$ cat config.mk
export PLATFORM = sky130hd
export DESIGN_NAME = kbd_scan_sequencer
export DESIGN_NICKNAME = d
export VERILOG_FILES = /design/src/rtl/kbd_scan_sequencer.sv
export SDC_FILE = /design/constraint.sdc
export NUM_CORES = 1
export LEC_CHECK = 0
export ABC_AREA = 1
export CORE_AREA = 10 10 149 117
export CTS_CLUSTER_SIZE = 8
export DETAILED_ROUTE_END_ITERATION = 7
export DIE_AREA = 0 0 159 127
export PLACE_DENSITY = 0.79
export SETUP_SLACK_MARGIN = 0.4
export SYNTH_ARGS = -nofsm -noshare
export SYNTH_HDL_FRONTEND = slang
export SYNTH_SLANG_ARGS = --single-unit
$ cat constraint.sdc
create_clock -name clock -period 3.52 [get_ports clock]
set_input_delay 0.352 -clock clock [delete_from_list [all_inputs] [get_ports clock]]
set_output_delay 0.352 -clock clock [all_outputs]
set_load 0.02 [all_outputs]
$ cat src/rtl/kbd_scan_sequencer.sv
// PS/2 set-2 byte sequencer: strips E0/F0/E1 prefixes, drives the at2ascii lookup
// and tracks the shift keys. Translated key events are queued in a FIFO for the CPU.
module kbd_scan_sequencer #(
    parameter int DEPTH      = 8,
    parameter int PAUSE_SKIP = 7,
    parameter int TIMEOUT    = 250000
) (
    input  logic       clock,
    input  logic       reset_n,
    input  logic       kbd_hit,
    input  logic [7:0] kbd_data,
    output logic [7:0] at,
    output logic       shift,
    input  logic [7:0] ascii_in,
    output logic       out_valid,
    output logic [7:0] out_ascii,
    output logic       out_rel,
    output logic       out_ext,
    input  logic       out_ack,
    output logic       ovf,
    input  logic       ovf_clr
);

    localparam int AW = (DEPTH > 1) ? $clog2(DEPTH) : 1;
    localparam int TW = $clog2(TIMEOUT + 1);
    localparam int SW = (PAUSE_SKIP > 0) ? $clog2(PAUSE_SKIP + 1) : 1;

    localparam logic [AW:0]   L_FULL    = (AW + 1)'(DEPTH);
    localparam logic [TW-1:0] L_TO_LAST = TW'(TIMEOUT - 1);
    localparam logic [SW-1:0] L_SKIP    = SW'(PAUSE_SKIP);

    typedef enum logic [1:0] {
        S_IDLE,
        S_PFX,
        S_SKIP,
        S_LOOKUP
    } state_t;

    state_t        r_state;
    logic [7:0]    r_at;
    logic          r_ext;
    logic          r_rel;
    logic [SW-1:0] r_skip;
    logic [TW-1:0] r_to_cnt;

    logic          r_pend_vld;
    logic          r_pend_ext;
    logic          r_pend_rel;
    logic [7:0]    r_pend_asc;
    logic [7:0]    r_pend_at;

    logic          r_lshift;
    logic          r_rshift;
    logic          r_ovf;

    logic [9:0]    r_mem [DEPTH];
    logic [AW-1:0] r_wr;
    logic [AW-1:0] r_rd;
    logic [AW:0]   r_count;

    logic w_ign;
    logic w_to_hit;
    logic w_full;
    logic w_pop;
    logic w_wr;
    logic w_drop_evt;
    logic w_drop_byte;

    // Receiver status bytes that never start a key event.
    assign w_ign = kbd_data inside {8'hAA, 8'hFA, 8'hFE, 8'hEE, 8'h00, 8'hFF};
    assign w_to_hit = (r_to_cnt == L_TO_LAST);

    always_ff @(posedge clock or negedge reset_n) begin
        if (!reset_n) begin
            r_state    <= S_IDLE;
            r_at       <= '0;
            r_ext      <= 1'b0;
            r_rel      <= 1'b0;
            r_skip     <= '0;
            r_to_cnt   <= '0;
            r_pend_vld <= 1'b0;
            r_pend_ext <= 1'b0;
            r_pend_rel <= 1'b0;
            r_pend_asc <= '0;
            r_pend_at  <= '0;
        end else begin
            r_pend_vld <= 1'b0;
            if (kbd_hit) begin
                r_to_cnt <= '0;
            end else if (r_state == S_PFX || r_state == S_SKIP) begin
                r_to_cnt <= r_to_cnt + 1'b1;
            end
            unique case (r_state)
                S_IDLE: begin
                    if (kbd_hit) begin
                        if (kbd_data == 8'hE0) begin
                            r_ext   <= 1'b1;
                            r_state <= S_PFX;
                        end else if (kbd_data == 8'hF0) begin
                            r_rel   <= 1'b1;
                            r_state <= S_PFX;
                        end else if (kbd_data == 8'hE1) begin
                            r_skip  <= L_SKIP;
                            r_state <= S_SKIP;
                        end else if (!w_ign) begin
                            r_at    <= kbd_data;
                            r_state <= S_LOOKUP;
                        end
                    end
                end
                S_PFX: begin
                    if (kbd_hit) begin
                        if (kbd_data == 8'hE0) begin
                            r_ext <= 1'b1;
                        end else if (kbd_data == 8'hF0) begin
                            r_rel <= 1'b1;
                        end else if (kbd_data == 8'hE1 || w_ign) begin
                            r_ext   <= 1'b0;
                            r_rel   <= 1'b0;
                            r_state <= S_IDLE;
                        end else begin
                            r_at    <= kbd_data;
                            r_state <= S_LOOKUP;
                        end
                    end else if (w_to_hit) begin
                        r_ext   <= 1'b0;
                        r_rel   <= 1'b0;
                        r_state <= S_IDLE;
                    end
                end
                S_SKIP: begin
                    if (kbd_hit) begin
                        if (r_skip == '0 || r_skip == SW'(1)) begin
                            r_skip  <= '0;
                            r_state <= S_IDLE;
                        end else begin
                            r_skip <= r_skip - 1'b1;
                        end
                    end else if (w_to_hit) begin
                        r_skip  <= '0;
                        r_state <= S_IDLE;
                    end
                end
                S_LOOKUP: begin
                    // ascii_in is settled from r_at; capture it with the flags.
                    r_pend_vld <= 1'b1;
                    r_pend_ext <= r_ext;
                    r_pend_rel <= r_rel;
                    r_pend_asc <= ascii_in;
                    r_pend_at  <= r_at;
                    r_ext      <= 1'b0;
                    r_rel      <= 1'b0;
                    r_state    <= S_IDLE;
                end
                default: r_state <= S_IDLE;
            endcase
        end
    end

    assign w_full      = (r_count == L_FULL);
    assign out_valid   = (r_count != '0);
    assign w_pop       = out_ack && out_valid;
    assign w_wr        = r_pend_vld && (!w_full || w_pop);
    assign w_drop_evt  = r_pend_vld && w_full && !w_pop;
    assign w_drop_byte = kbd_hit && (r_state == S_LOOKUP);

    always_ff @(posedge clock or negedge reset_n) begin
        if (!reset_n) begin
            for (int i = 0; i < DEPTH; i++) begin
                r_mem[i] <= '0;
            end
            r_wr     <= '0;
            r_rd     <= '0;
            r_count  <= '0;
            r_ovf    <= 1'b0;
            r_lshift <= 1'b0;
            r_rshift <= 1'b0;
        end else begin
            if (w_wr) begin
                r_mem[r_wr] <= {r_pend_ext, r_pend_rel, r_pend_asc};
                r_wr        <= r_wr + 1'b1;
            end
            if (w_pop) begin
                r_rd <= r_rd + 1'b1;
            end
            r_count <= r_count + (AW + 1)'(w_wr) - (AW + 1)'(w_pop);
            if (w_drop_evt || w_drop_byte) begin
                r_ovf <= 1'b1;
            end else if (ovf_clr) begin
                r_ovf <= 1'b0;
            end
            // E0-prefixed 12/59 are fake shifts and leave the state alone.
            if (r_pend_vld && !r_pend_ext) begin
                if (r_pend_at == 8'h12) begin
                    r_lshift <= !r_pend_rel;
                end
                if (r_pend_at == 8'h59) begin
                    r_rshift <= !r_pend_rel;
                end
            end
        end
    end

    assign {out_ext, out_rel, out_ascii} = r_mem[r_rd];
    assign at    = r_at;
    assign shift = r_lshift | r_rshift;
    assign ovf   = r_ovf;

endmodule

## After elaboration in Yosys (flattened, before gate mapping)

Cells that the tools add are included.

- Bits in registers: 145
- Output and inout port bits: 21
- Logic and storage cells: 164

- Add/sub/neg operators: 6
- Order comparisons: 3
- Equal/unequal tests: 37
- Mux-type cells: 57
- Bitwise gates (word level): 3
- Reduce and logical (&&, ||, !) cells: 33

Operators by type and width:

| cell | number |
|---|---|
| $bwmux W80 | 1 |
| $mux W8 | 9 |
| $eq A8 B8 Y1 const B | 8 |
| $mux W18 | 2 |
| $bmux W10 S3 | 1 |
| $demux W10 S3 | 1 |
| $mux W10 | 3 |
| $mux W2 | 12 |
| $ne A2 B2 Y1 const B | 12 |
| $mux W3 | 7 |
| $add A18 B1 Y18 const B | 1 |
| $eq A18 B18 Y1 const B | 1 |
| $mux W1 | 16 |
| $pmux W8 S2 | 1 |
| $ne A3 B3 Y1 const B | 4 |
| $reduce_and A6 Y1 | 2 |
| $reduce_and A10 Y1 | 1 |
| $eq A8 B5 Y1 const B | 1 |
| $eq A8 B7 Y1 const B | 1 |
| $ge A4 B4 Y1 const B | 2 |
| $logic_not A8 Y1 | 1 |
| $ne A4 B2 Y1 const B | 2 |
| $not A3 Y4 | 2 |
| $pmux W2 S4 | 1 |
| 27 further kinds | 47 |

## Depth between registers and ports, before layout

Gate-level depths: netlist (run 1).

- Word-level depth: 8
- Depth in mapped cells: 12
- Mapped depth without buffers: 12

## Worst setup path after synthesis (run 1)

Ideal clock, no wire load.

- Path type: register -> register
- Start point: register r_count[2]
- End point: register r_count[2]
- Arrival time: 2.068 ns
- Required time: 3.396 ns
- Path slack: 1.328 ns
- Cell stages (with the launch flop): 12
- Period minus slack after synthesis: 2.192 ns
- Path through: dfrtp_1 inv_1 ha_1 nand2_1 nand2_1 nand3_1 nand2_1 ha_1 inv_1 ha_1 fa_1 xor2_1

- Longest elaborated chain between the ends: 6

Ends and longest elaborated chain:

| element | line | source |
|---|---|---|
| start: declaration | 59 | `logic [AW:0] r_count;` |
| start signal: assignment | 186 | `r_count <= r_count + (AW + 1)'(w_wr) - (AW + 1)'(w_pop);` |
| $reduce_bool A4 Y1 (*) | 161 | `assign out_valid = (r_count != '0);` |
| net out_valid | 15 | `output logic out_valid,` |
| $logic_and A1 B1 Y1 (*) | 162 | `assign w_pop = out_ack && out_valid;` |
| $logic_or A1 B1 Y1 | 163 | `assign w_wr = r_pend_vld && (!w_full \|\| w_pop);` |
| $logic_and A1 B1 Y1 | 163 |  |
| $add A4 B1 Y4 | 186 |  |
| $sub A4 B1 Y4 (*) | 186 |  |

The timed path passes the listed nets; every way through them passes the cells marked *.
A chain may end at the register's enable or synchronous reset.

## Worst setup path after layout (run 1)

- Start point: register r_rd[1]
- End point: output port out_rel

- Longest elaborated chain between the ends: 4

Ends and longest elaborated chain:

| element | line | source |
|---|---|---|
| start: declaration | 58 | `logic [AW-1:0] r_rd;` |
| start signal: assignment | 184 | `r_rd <= r_rd + 1'b1;` |
| $not A3 Y4 (implied by the code) | 204 | `assign {out_ext, out_rel, out_ascii} = r_mem[r_rd];` |
| $bmux W10 S3 | 204 |  |
| $mux W10 (implied by the code) (2 in series) | 204 |  |
| end: declaration | 17 | `output logic out_rel,` |

No other way between the ends. The select of a mux whose other input is x is not followed.

==> results of run 1 <==
-- registers in the layout, indices dropped and copies added (netlist names), 2 cells and up --
name	count
at	8
r_count	4
r_mem	80
r_pend_asc	8
r_pend_at	8
r_rd	3
r_skip	3
r_state	2
r_to_cnt	18
r_wr	3
-- through the flow --
stage          util, %  power [mW]  setup slack [ns]  std cells  hold WS (ns)
2_1_floorplan        -       4.894             1.328        873       0.05641
3_3_place_gp     52.47       5.891             1.094       1095        0.4596
3_5_place_dp     52.47       5.986             1.063       1095        0.4726
4_1_cts          56.80       7.974            0.5462       1127       0.04872
5_1_grt          56.80       8.553            0.4178       1127       0.05575
6_report         56.80       7.966            0.5261       1127      -0.01910
-- path summary, 6_finish.rpt --
kind                       slack, ns  depth (start not counted)        end       start
setup / recovery                0.53                          6    out_rel     r_rd[1]
hold / removal                 -0.02                          1  r_skip[0]     reset_n
setup reg to reg                1.24                         11  r_mem[79]  r_count[2]
hold reg to reg                 0.47                          1   r_rshift  r_pend_rel
max in group asynchronous       2.72                          2   r_mem[2]     reset_n
min in group clock              0.47                          1   r_rshift  r_pend_rel
-- Yosys cell counts --
cell type	instances	area share [%]
xnor2_1	2	0.25
nor3b_4	1	0.26
o22ai_1	10	0.88
or2_1	1	0.088
nand3_2	1	0.14
inv_1	63	3.3
clkbuf_1	20	1.1
o211ai_1	1	0.11
nand3_1	27	1.9
or2_2	1	0.088
nand2_4	2	0.32
nor3_1	15	1.1
buf_1	1	0.053
nor3_2	2	0.28
nor2_1	114	6.0
dfrtp_1	145	51
nor4_1	3	0.26
nand2_1	202	11
o221ai_1	1	0.12
buf_4	8	0.85
buf_2	9	0.63
nand3b_1	3	0.32
o21ai_4	1	0.23
o21ai_0	80	5.6
nor2_4	1	0.16
a21oi_2	1	0.12
nand2_2	2	0.18
xor2_1	6	0.74
inv_2	8	0.42
o31ai_1	1	0.11
nand2b_1	1	0.088
ha_1	16	2.8
o21ai_1	76	5.4
clkinv_1	1	0.053
o21a_1	2	0.21
nor2_2	2	0.18
a31oi_1	11	0.97
fa_1	1	0.28
a21oi_1	14	0.99
mux2_2	3	0.48
nand4_1	14	1.2
-- routing by layer --
layer	GRT usage, %	vias to the layer above
met2	26.04	214
li1	-	2949
met3	4.846	16
met1	23.50	2825
met4	4.405	0
met5	0	-
-- cell type report --
class	count	area, µm²	area share [%]
sequential	145	3628	43.49
multi-input combinational	618	3022	36.22
timing repair buffer	55	529.3	6.344
clock buffer	22	464.2	5.564
inverter	72	270.3	3.239
tap	205	256.5	3.074
clock inverter	10	172.7	2.070
-- logic make-up (layout without fill, tap and decap cells) --
| kind of cell | after synthesis | in the layout | synth area share, % |
|---|---|---|---|
| AND/OR/NAND/NOR | 392 | 392 | 23.25 |
| AO/OA/AOI/OAI | 198 | 198 | 14.72 |
| flip-flops | 145 | 145 | 51.07 |
| buffers and inverters | 110 | 159 | 6.393 |
| adder cells (fa/ha/maj) | 17 | 17 | 3.100 |
| XOR/XNOR | 8 | 8 | 0.9863 |
| multiplexers | 3 | 3 | 0.4755 |
-- power by group --
part           leakage [nW]  switching (mW)  internal [mW]
Clock                 0.310           0.700           1.24
Sequential             1.87           0.439           2.34
Combinational          1.63            2.03           1.22
==> flow_summary.toml, run 1 <==
[sta]
fin_skew_ns = 0.009788
maxSlewViolCount = 0
rsz0062_at_grt = "false"
max_freq_ghz = 0.3340
tightest_slew_ns = 0.8414
whs_ns = -0.01910
hold_viol = 4
final-setup-viol-count = 0
layout_min_cycle_time_ns = 2.994
setup-tns-final_ns = 0
fin_crit_sh_pct = 85.05
relSlewSlack_pct = 43.91

[global_routing]
grt_max_degree = 94
grt_pass1_wl_um = 28580
grt_pass1_vias = 5760
grtUsageTotal_pct = 17.06
globalRoute.totalOverflow = 0
antenna_found_initial = 0

[clock_network]
clock_sinks = 145
tritoncts = "built"
cts_made_buffers = 17
ctsResizeCount = 0
cts_hold_buf = 0
clockBufferDepth = 2
clock_latency_ns = 0.42
cts_root_buf = "clkbuf_16"
post_cts_buffers = 0
cts.clk_slew.worst_paths_ns = 0.06
htreeDepth = 4

[pwr]
p_per_area_nw_per_um2 = 954.8
power_leakage_nw = 3.809
vdd_ir_drop_max_v = 0.0005634

[detailed_routing]
wl_met3_um = 1242
dr.pass1.iters = 6
drc = 0
top_layer = "met4"
wirelength_um = 16940
vias = 6004
wl_per_cell_um = 15.03
viasPerCell = 5.327
wl_met1_um = 7970
wl_met2_um = 7543
drt.antenna.violating_nets = 0
drtIter0Drc = 534

[run_status]
outcome = "finished with violations"
violations = "hold timing"

[floorplanning]
coreArea_um2 = 14690
die-width_um = 159
ios = 42
die_h_um = 127
rows = 39
start_util_pct = 48.37
die-area_um2 = 20190

[place]
io_buffers = 41
dp_hpwl_um = 11280
gp_congestion = 0.8696
dpl_cell_area_um2 = 7706

[synth]
syn_area_um2 = 7104
yosysWarnings = 0
syn_nets = 911
syn_inst = 873
ys_ff_latch = 145
synth_cell_types = 41
synth_area_per_cell_um2 = 8.138
yosysSeqAreaShare_pct = 51.07

[final_layout]
layout_commonest_cell = "nand2_1"
antenna_cells = 0
nNetsFinal = 947
filler_cell_count = 1283
final_cell_mix = "nand2_1 (202), dfrtp_1 (145), nor2_1 (114)"
final_layout_size_suffix_gt1_share_pct = 7.484
area_growth_pct = 17.44
fin_area_um2 = 8343

[critical_path]
critPathTopFamily = "buffers and inverters"
worstPathMaxFanout = 21
cp_num_buf_inv = 2
max_stage_delay_ns = 0.65
slowest_stage = "clkdlybuf4s50_1"
crit_chain = "inv_1, o21ai_0, o22ai_1, nor2_1, a31oi_1, clkdlybuf4s50_1"
cp.required_ns = 3.17
startpoint_type = "register"
path_class = "reg -> out"
cp-end-kind = "output port"
worstPathArrival_ns = 2.64

[worst_hold_path]
hp-class = "in -> async"

[job]
drv_cap = 0
(Power assumes the default switching activity.)
==> run 2, diff against run 1 <==
ABC_CLOCK_PERIOD_IN_PS = 3520   (was unset)
==> results of run 2 <==
No change in the layout: final DEF, timing and power equal those of run 1.
